--- src/rtl/alu_share_arbiter_pkg.sv ---
// Shared definitions for the two-requester ALU arbiter: datapath defaults, ALU op codes and
// the arbiter FSM state type.
package alu_share_arbiter_pkg;

  localparam int unsigned Width = 32;
  localparam int unsigned OpW   = 4;
  localparam int unsigned ShW   = 5;

  localparam logic [OpW-1:0] AluAnd = 4'b0000;
  localparam logic [OpW-1:0] AluOr  = 4'b0001;
  localparam logic [OpW-1:0] AluAdd = 4'b0010;
  localparam logic [OpW-1:0] AluNor = 4'b0011;
  localparam logic [OpW-1:0] AluSll = 4'b0100;
  localparam logic [OpW-1:0] AluSrl = 4'b0101;
  localparam logic [OpW-1:0] AluSub = 4'b0110;
  localparam logic [OpW-1:0] AluSlt = 4'b0111;
  localparam logic [OpW-1:0] AluSra = 4'b1000;

  typedef enum logic [1:0] {
    StIdle,
    StExec,
    StResp
  } state_e;

endpackage

--- src/rtl/alu_share_arbiter_alu.sv ---
// Combinational 32-bit ALU shared by both requesters; shifts act on x by shamt,
// compare is a signed set-less-than, undefined op codes yield zero.
module alu_share_arbiter_alu
  import alu_share_arbiter_pkg::*;
#(
  parameter int unsigned Width = alu_share_arbiter_pkg::Width,
  parameter int unsigned OpW   = alu_share_arbiter_pkg::OpW,
  parameter int unsigned ShW   = alu_share_arbiter_pkg::ShW
) (
  input  logic [OpW-1:0]   op_i,
  input  logic [Width-1:0] x_i,
  input  logic [Width-1:0] y_i,
  input  logic [ShW-1:0]   shamt_i,
  output logic [Width-1:0] result_o,
  output logic             zero_o
);

  always_comb begin
    result_o = '0;
    case (op_i)
      AluAnd:  result_o = x_i & y_i;
      AluOr:   result_o = x_i | y_i;
      AluAdd:  result_o = x_i + y_i;
      AluNor:  result_o = ~(x_i | y_i);
      AluSll:  result_o = x_i << shamt_i;
      AluSrl:  result_o = x_i >> shamt_i;
      AluSub:  result_o = x_i - y_i;
      AluSlt:  result_o = {{(Width-1){1'b0}}, ($signed(x_i) < $signed(y_i))};
      AluSra:  result_o = Width'($signed(x_i) >>> shamt_i);
      default: result_o = '0;
    endcase
  end

  assign zero_o = (result_o == '0);

endmodule

--- src/rtl/alu_share_arbiter.sv ---
// Round-robin arbiter sharing one ALU between two valid/ready requesters; operands and
// result are registered and only one operation is in flight at a time.
module alu_share_arbiter
  import alu_share_arbiter_pkg::*;
#(
  parameter int unsigned Width = alu_share_arbiter_pkg::Width,
  parameter int unsigned OpW   = alu_share_arbiter_pkg::OpW,
  parameter int unsigned ShW   = alu_share_arbiter_pkg::ShW,
  parameter int unsigned CntW  = 16
) (
  input  logic               clk_i,
  input  logic               reset_ni,
  input  logic [1:0]         req_valid_i,
  output logic [1:0]         req_ready_o,
  input  logic [2*OpW-1:0]   req_op_i,
  input  logic [2*Width-1:0] req_x_i,
  input  logic [2*Width-1:0] req_y_i,
  input  logic [2*ShW-1:0]   req_shamt_i,
  output logic [1:0]         resp_valid_o,
  input  logic [1:0]         resp_ready_i,
  output logic [Width-1:0]   resp_result_o,
  output logic               resp_zero_o,
  output logic               busy_o,
  output logic [CntW-1:0]    op_count_o
);

  state_e             state_q, state_d;
  logic               owner_q, owner_d;
  logic               rr_last_q, rr_last_d;
  logic [OpW-1:0]     op_q, op_d;
  logic [Width-1:0]   x_q, x_d;
  logic [Width-1:0]   y_q, y_d;
  logic [ShW-1:0]     shamt_q, shamt_d;
  logic [Width-1:0]   result_q, result_d;
  logic               zero_q, zero_d;
  logic [CntW-1:0]    count_q, count_d;
  logic               grant;
  logic [Width-1:0]   alu_result;
  logic               alu_zero;

  // Ties go to the requester that did not win last; otherwise the sole valid one.
  always_comb begin
    if (&req_valid_i) begin
      grant = ~rr_last_q;
    end else begin
      grant = req_valid_i[1];
    end
  end

  alu_share_arbiter_alu #(
    .Width (Width),
    .OpW   (OpW),
    .ShW   (ShW)
  ) u_alu (
    .op_i     (op_q),
    .x_i      (x_q),
    .y_i      (y_q),
    .shamt_i  (shamt_q),
    .result_o (alu_result),
    .zero_o   (alu_zero)
  );

  always_comb begin
    state_d      = state_q;
    owner_d      = owner_q;
    rr_last_d    = rr_last_q;
    op_d         = op_q;
    x_d          = x_q;
    y_d          = y_q;
    shamt_d      = shamt_q;
    result_d     = result_q;
    zero_d       = zero_q;
    count_d      = count_q;
    req_ready_o  = '0;
    resp_valid_o = '0;

    unique case (state_q)
      StIdle: begin
        // Ready is withheld while reset is asserted so nothing looks accepted.
        if (reset_ni && (|req_valid_i)) begin
          req_ready_o[grant] = 1'b1;
          owner_d            = grant;
          rr_last_d          = grant;
          op_d               = grant ? req_op_i[OpW +: OpW]       : req_op_i[0 +: OpW];
          x_d                = grant ? req_x_i[Width +: Width]    : req_x_i[0 +: Width];
          y_d                = grant ? req_y_i[Width +: Width]    : req_y_i[0 +: Width];
          shamt_d            = grant ? req_shamt_i[ShW +: ShW]    : req_shamt_i[0 +: ShW];
          state_d            = StExec;
        end
      end
      StExec: begin
        result_d = alu_result;
        zero_d   = alu_zero;
        state_d  = StResp;
      end
      StResp: begin
        resp_valid_o[owner_q] = 1'b1;
        if (resp_ready_i[owner_q]) begin
          count_d = count_q + CntW'(1);
          state_d = StIdle;
        end
      end
      default: state_d = StIdle;
    endcase
  end

  always_ff @(posedge clk_i) begin
    if (!reset_ni) begin
      state_q   <= StIdle;
      owner_q   <= 1'b0;
      rr_last_q <= 1'b1;
      op_q      <= '0;
      x_q       <= '0;
      y_q       <= '0;
      shamt_q   <= '0;
      result_q  <= '0;
      zero_q    <= 1'b0;
      count_q   <= '0;
    end else begin
      state_q   <= state_d;
      owner_q   <= owner_d;
      rr_last_q <= rr_last_d;
      op_q      <= op_d;
      x_q       <= x_d;
      y_q       <= y_d;
      shamt_q   <= shamt_d;
      result_q  <= result_d;
      zero_q    <= zero_d;
      count_q   <= count_d;
    end
  end

  assign resp_result_o = result_q;
  assign resp_zero_o   = zero_q;
  assign busy_o        = (state_q != StIdle);
  assign op_count_o    = count_q;

endmodule

--- config.mk ---
export PLATFORM = sky130hd
export DESIGN_NAME = alu_share_arbiter
export DESIGN_NICKNAME = d
export VERILOG_FILES = /design/src/rtl/alu_share_arbiter_pkg.sv /design/src/rtl/alu_share_arbiter_alu.sv /design/src/rtl/alu_share_arbiter.sv
export SDC_FILE = /design/constraint.sdc
export NUM_CORES = 1
export LEC_CHECK = 0
export CAP_MARGIN = 20
export CORE_MARGIN = 1.5
export CORE_UTILIZATION = 50
export DETAILED_ROUTE_END_ITERATION = 10
export PLACE_DENSITY = 0.73
export SLEW_MARGIN = 20
export SYNTH_ARGS = -nofsm -noshare
export SYNTH_HDL_FRONTEND = slang
export SYNTH_SLANG_ARGS = --single-unit
--- constraint.sdc ---
create_clock -name clk_i -period 5.4 [get_ports clk_i]
set_input_delay 0.81 -clock clk_i [delete_from_list [all_inputs] [get_ports clk_i]]
set_output_delay 0.81 -clock clk_i [all_outputs]
set_load 0.01 [all_outputs]
==> summary.md, run 1 <==
| Metric | Value |
|---|---|
| # DRC | `0` |
| Port Buf Inserts | `205` |
| Total Power | `approximately 4900 uW` |
| Total GRT Usage | `43.9%` |
| Mapped Cells | `approximately 2,100` |
| Final Cycle Share | `slightly below 90%` |
| TritonCTS clock tree | `done` |
| Total die area | `about 33,000 um2` |
| Top cell type's share of synthesized area | `15.7%` |
| Fin cells | `2,617` |
| Peak Freq | `208 MHz` |
| Setup crit start kind | `flop` |
| H-tree lvl count | `4` |
| Vias per inst | `~7.1` |
| Post-layout net count | `about 2,500` |
| Die Width | `182 um` |
| Total CTS buffers | `17` |
| Skew-Pair Late Insertion Delay | `0.47 ns` |
| CP max-delay cell | `dfxtp_4` |
| Final hold vios | `0` |
| Share of post-route cells with drive strength above 1 | `10.4%` |
| Total negative slack | `0 ns` |
| Worst stage delay on the critical path | `around 0.98 ns` |
| Clock Path Buffers | `2` |
| Max FO, Critical Path | `62` |
| CP Data Required Time | `5.76 ns` |
| Synth Net Count | `between 2,000 and 2,500` |
| Clock transition at path regs | `about 0.06 ns` |
| Pre-CTS setup slack | `0.784 ns` |
| Root buf cell | `clkbuf_16` |
| Most common cell after layout, fill and taps aside | `nor2_1` |
| Outcome | `finished clean` |
| Cell area after synthesis | `around 16,000 um2` |
| Skew final | `approximately 0.016 ns` |
| Ys Warns | `0` |
| Ranking of synthesized cells by area | `dfxtp_1, ha_1, mux4_2` |
| Synthesized flop and latch total | `126` |
| Chip height | `around 180 um` |
| Clk sinks | `roughly 130` |
| WL per Instance | `around 28 um` |
| Most frequent cells in the layout | `nor2_1, clkdlybuf4s50_1, nand2_1, mux2i_1, dfxtp_1` |
| Largest net degree at the start of global routing | `around 150` |
| Hold WC Path Type | `flop to flop` |
| Row cnt | `65` |
| Number of synthesized flops with an enable pin | `0` |
| First-pass GRT wire length | `109 mm` |
| Worst slew margin | `19.5%` |
| Pwr/cell area | `256 nW/um2` |
| Synthesis-to-finish area growth | `18.3%` |
| Post-CTS Hold Buffers | `0` |
| CP bufs+invs | `2` |
| Total I/O pin count | `between 200 and 250` |
| Top FF cell, synth | `dfxtp_1` |
| Via count | `roughly 19,000` |
| Hold Slack | `between 0.4 and 0.5 ns` |
| Syn_area_per_cell | `between 7 and 8 um2` |
| Distinct cells, synth | `90` |
| Cts repair resizes | `0` |
| Slew @ Worst Pin | `1.20 ns` |
| Endpoint type of the worst setup path | `flop` |
| Post-synth top area cell | `dfxtp_1` |
| Routed wire length | `approximately 73 mm` |
| Hold Crit Depth | `2` |
| Reg2reg path depth | `13` |
| Slew Viols, Final | `0` |
| Unrepaired setup endpoints after global routing | `false` |
| Vias in the first global route | `roughly 17,000` |
| VDD IR-drop max | `0.252 mV` |
| Async SR Flop Fraction | `0%` |
| Starting Density | `about half` |
| Area of the core | `about 32,000 um2` |
| Cell family with most CP delay | `simple AND/OR/NAND/NOR gates` |
| Seq/Total Area, Yosys | `15.7%` |
| GRT Residual Overflow | `0` |
| Arr. time, crit path | `5.18 ns` |
| Crit path time final | `just under 5 ns` |
| WS Path Type | `flop to flop` |
| Initial antenna violation count | `2` |
| Post-route ant nets | `0` |
| Max Cap Viol | `0` |
| Initial drt markers | `2,676` |
| Gpl congestion | `1.05` |
| Leak | `0.00699 uW` |
| Fillers | `2,845` |
| Setup ws final | `0.586 ns` |
| Placed cells | `2,585` |
| Final Setup Violations | `0` |
| Drt first pass iters | `9` |
| Crit path cell chain | `buf_12 -> mux4_2 -> mux2_2 -> mux2i_1 -> o21ai_1 -> a222oi_1 -> nand4_1 -> nor4_1 -> buf_4 -> nand4_1 -> nor4_1 -> nand4b_1 -> o41ai_2` |
| Levels on crit path | `13` |
| Post-CTS setup buffers | `0` |
| Detailed placer's ending HPWL | `56.1 mm` |
Yosys cell counts, drive strengths merged, types with 13 or more instances:
cell type,count
nor2,253
nand2,139
clkbuf,137
dfxtp,126
mux2i,121
a211oi,118
a21oi,108
ha,105
inv,104
o21ai,97
mux4,58
buf,55
nor3,55
xnor2,41
nand3,37
a22oi,32
o211ai,29
nand4,27
mux2,26
nor2b,25
a31oi,22
nand2b,22
o22ai,21
o31ai,17
nor4,16
or3,16
a211o,15
and2,15
and3,15
a21o,13
power by group:
group	internal (uW)	switching (uW)	total (uW)
sequential	1010	153	1170
clock	589	512	1100
combinational	995	1590	2580
total	2600	2250	4850
cell families after synthesis:
group / Yosys count / share of synthesized area (%)
xor gates and xnor gates: 53 / 2.89
adders and majority gates: 107 / 8.44
muxes: 205 / 17.6
and+or+nand+nor: 666 / 19.7
DFF: 126 / 15.7
buffers and inverters: 299 / 7.75
AOI/OAI and AO/OA: 635 / 27.9
worst register-to-register path, stage by stage (launching register included):
cell	delay [ns]
dfxtp_4	0.98
buf_12	0.36
mux4_2	0.36
mux2_2	0.32
mux2i_1	0.15
o21ai_1	0.14
a222oi_1	0.70
nand4_1	0.22
nor4_1	0.35
buf_4	0.20
nand4_1	0.15
nor4_1	0.32
nand4b_1	0.16
o41ai_2	0.33
area by class of cell:
| type | count | area [um2] | area share [%] |
|---|---|---|---|
| Tap cell | 402 | 503 | 2.65 |
| Clock buffer | 17 | 425 | 2.24 |
| Clock inverter | 14 | 109 | 0.574 |
| Antenna cell | 1 | 2.50 | 0.0132 |
| Inverter | 107 | 407 | 2.14 |
| Sequential cell | 126 | 2540 | 13.4 |
| Multi-Input combinational cell | 1666 | 12300 | 64.9 |
| Timing Repair Buffer | 284 | 2680 | 14.1 |
state kept, by name (all words and copies together), names as in the netlist:
signal	count
resp_zero_o	1
y_q	32
owner_q	1
op_count_o	16
shamt_q	5
state_q	2
x_q	32
resp_result_o	32
rr_last_q	1
op_q	4
worst paths after layout:
| path | startpoint | slack [ns] | endpoint |
|---|---|---|---|
| setup / recovery | shamt_q[1] | 0.59 | resp_zero_o |
| hold / removal | resp_result_o[12] | 0.47 | resp_result_o[12] |
| setup reg to reg | shamt_q[1] | 0.59 | resp_zero_o |
| hold reg to reg | resp_result_o[12] | 0.47 | resp_result_o[12] |
stage by stage:
| step | area (um2) | util [%] |
|---|---|---|
| finish | 19000 | 60.1 |
| floorplan | 16000 | - |
| CTS | 19000 | 60.1 |
| global route | 19000 | 60.1 |
| global placement | 18400 | 58.4 |
| detailed placement | 18400 | 58.4 |
metal layers:
layer  vias up  GRT usage [%]  part of all wire (%)  wire length [um]
li1       8061              -                     -                 -
met1      8826           58.1                    39             28500
met2      1395           66.7                    43             31600
met3       295           9.92                    12              8800
met4         2           23.2                   6.2              4560
met5         -              0                 0.011                 8
Note: power is estimated with default switching activity, not from simulation.
==> run 2: changes to the inputs <==
--- a/config.mk
+++ b/config.mk
@@ -10,7 +10,6 @@
 export CORE_UTILIZATION = 50
 export DETAILED_ROUTE_END_ITERATION = 10
 export PLACE_DENSITY = 0.73
-export SLEW_MARGIN = 20
 export SYNTH_ARGS = -nofsm -noshare
 export SYNTH_HDL_FRONTEND = slang
 export SYNTH_SLANG_ARGS = --single-unit
==> results of run 2 <==
The final DEF is identical to that of run 1; final timing and power are the same.
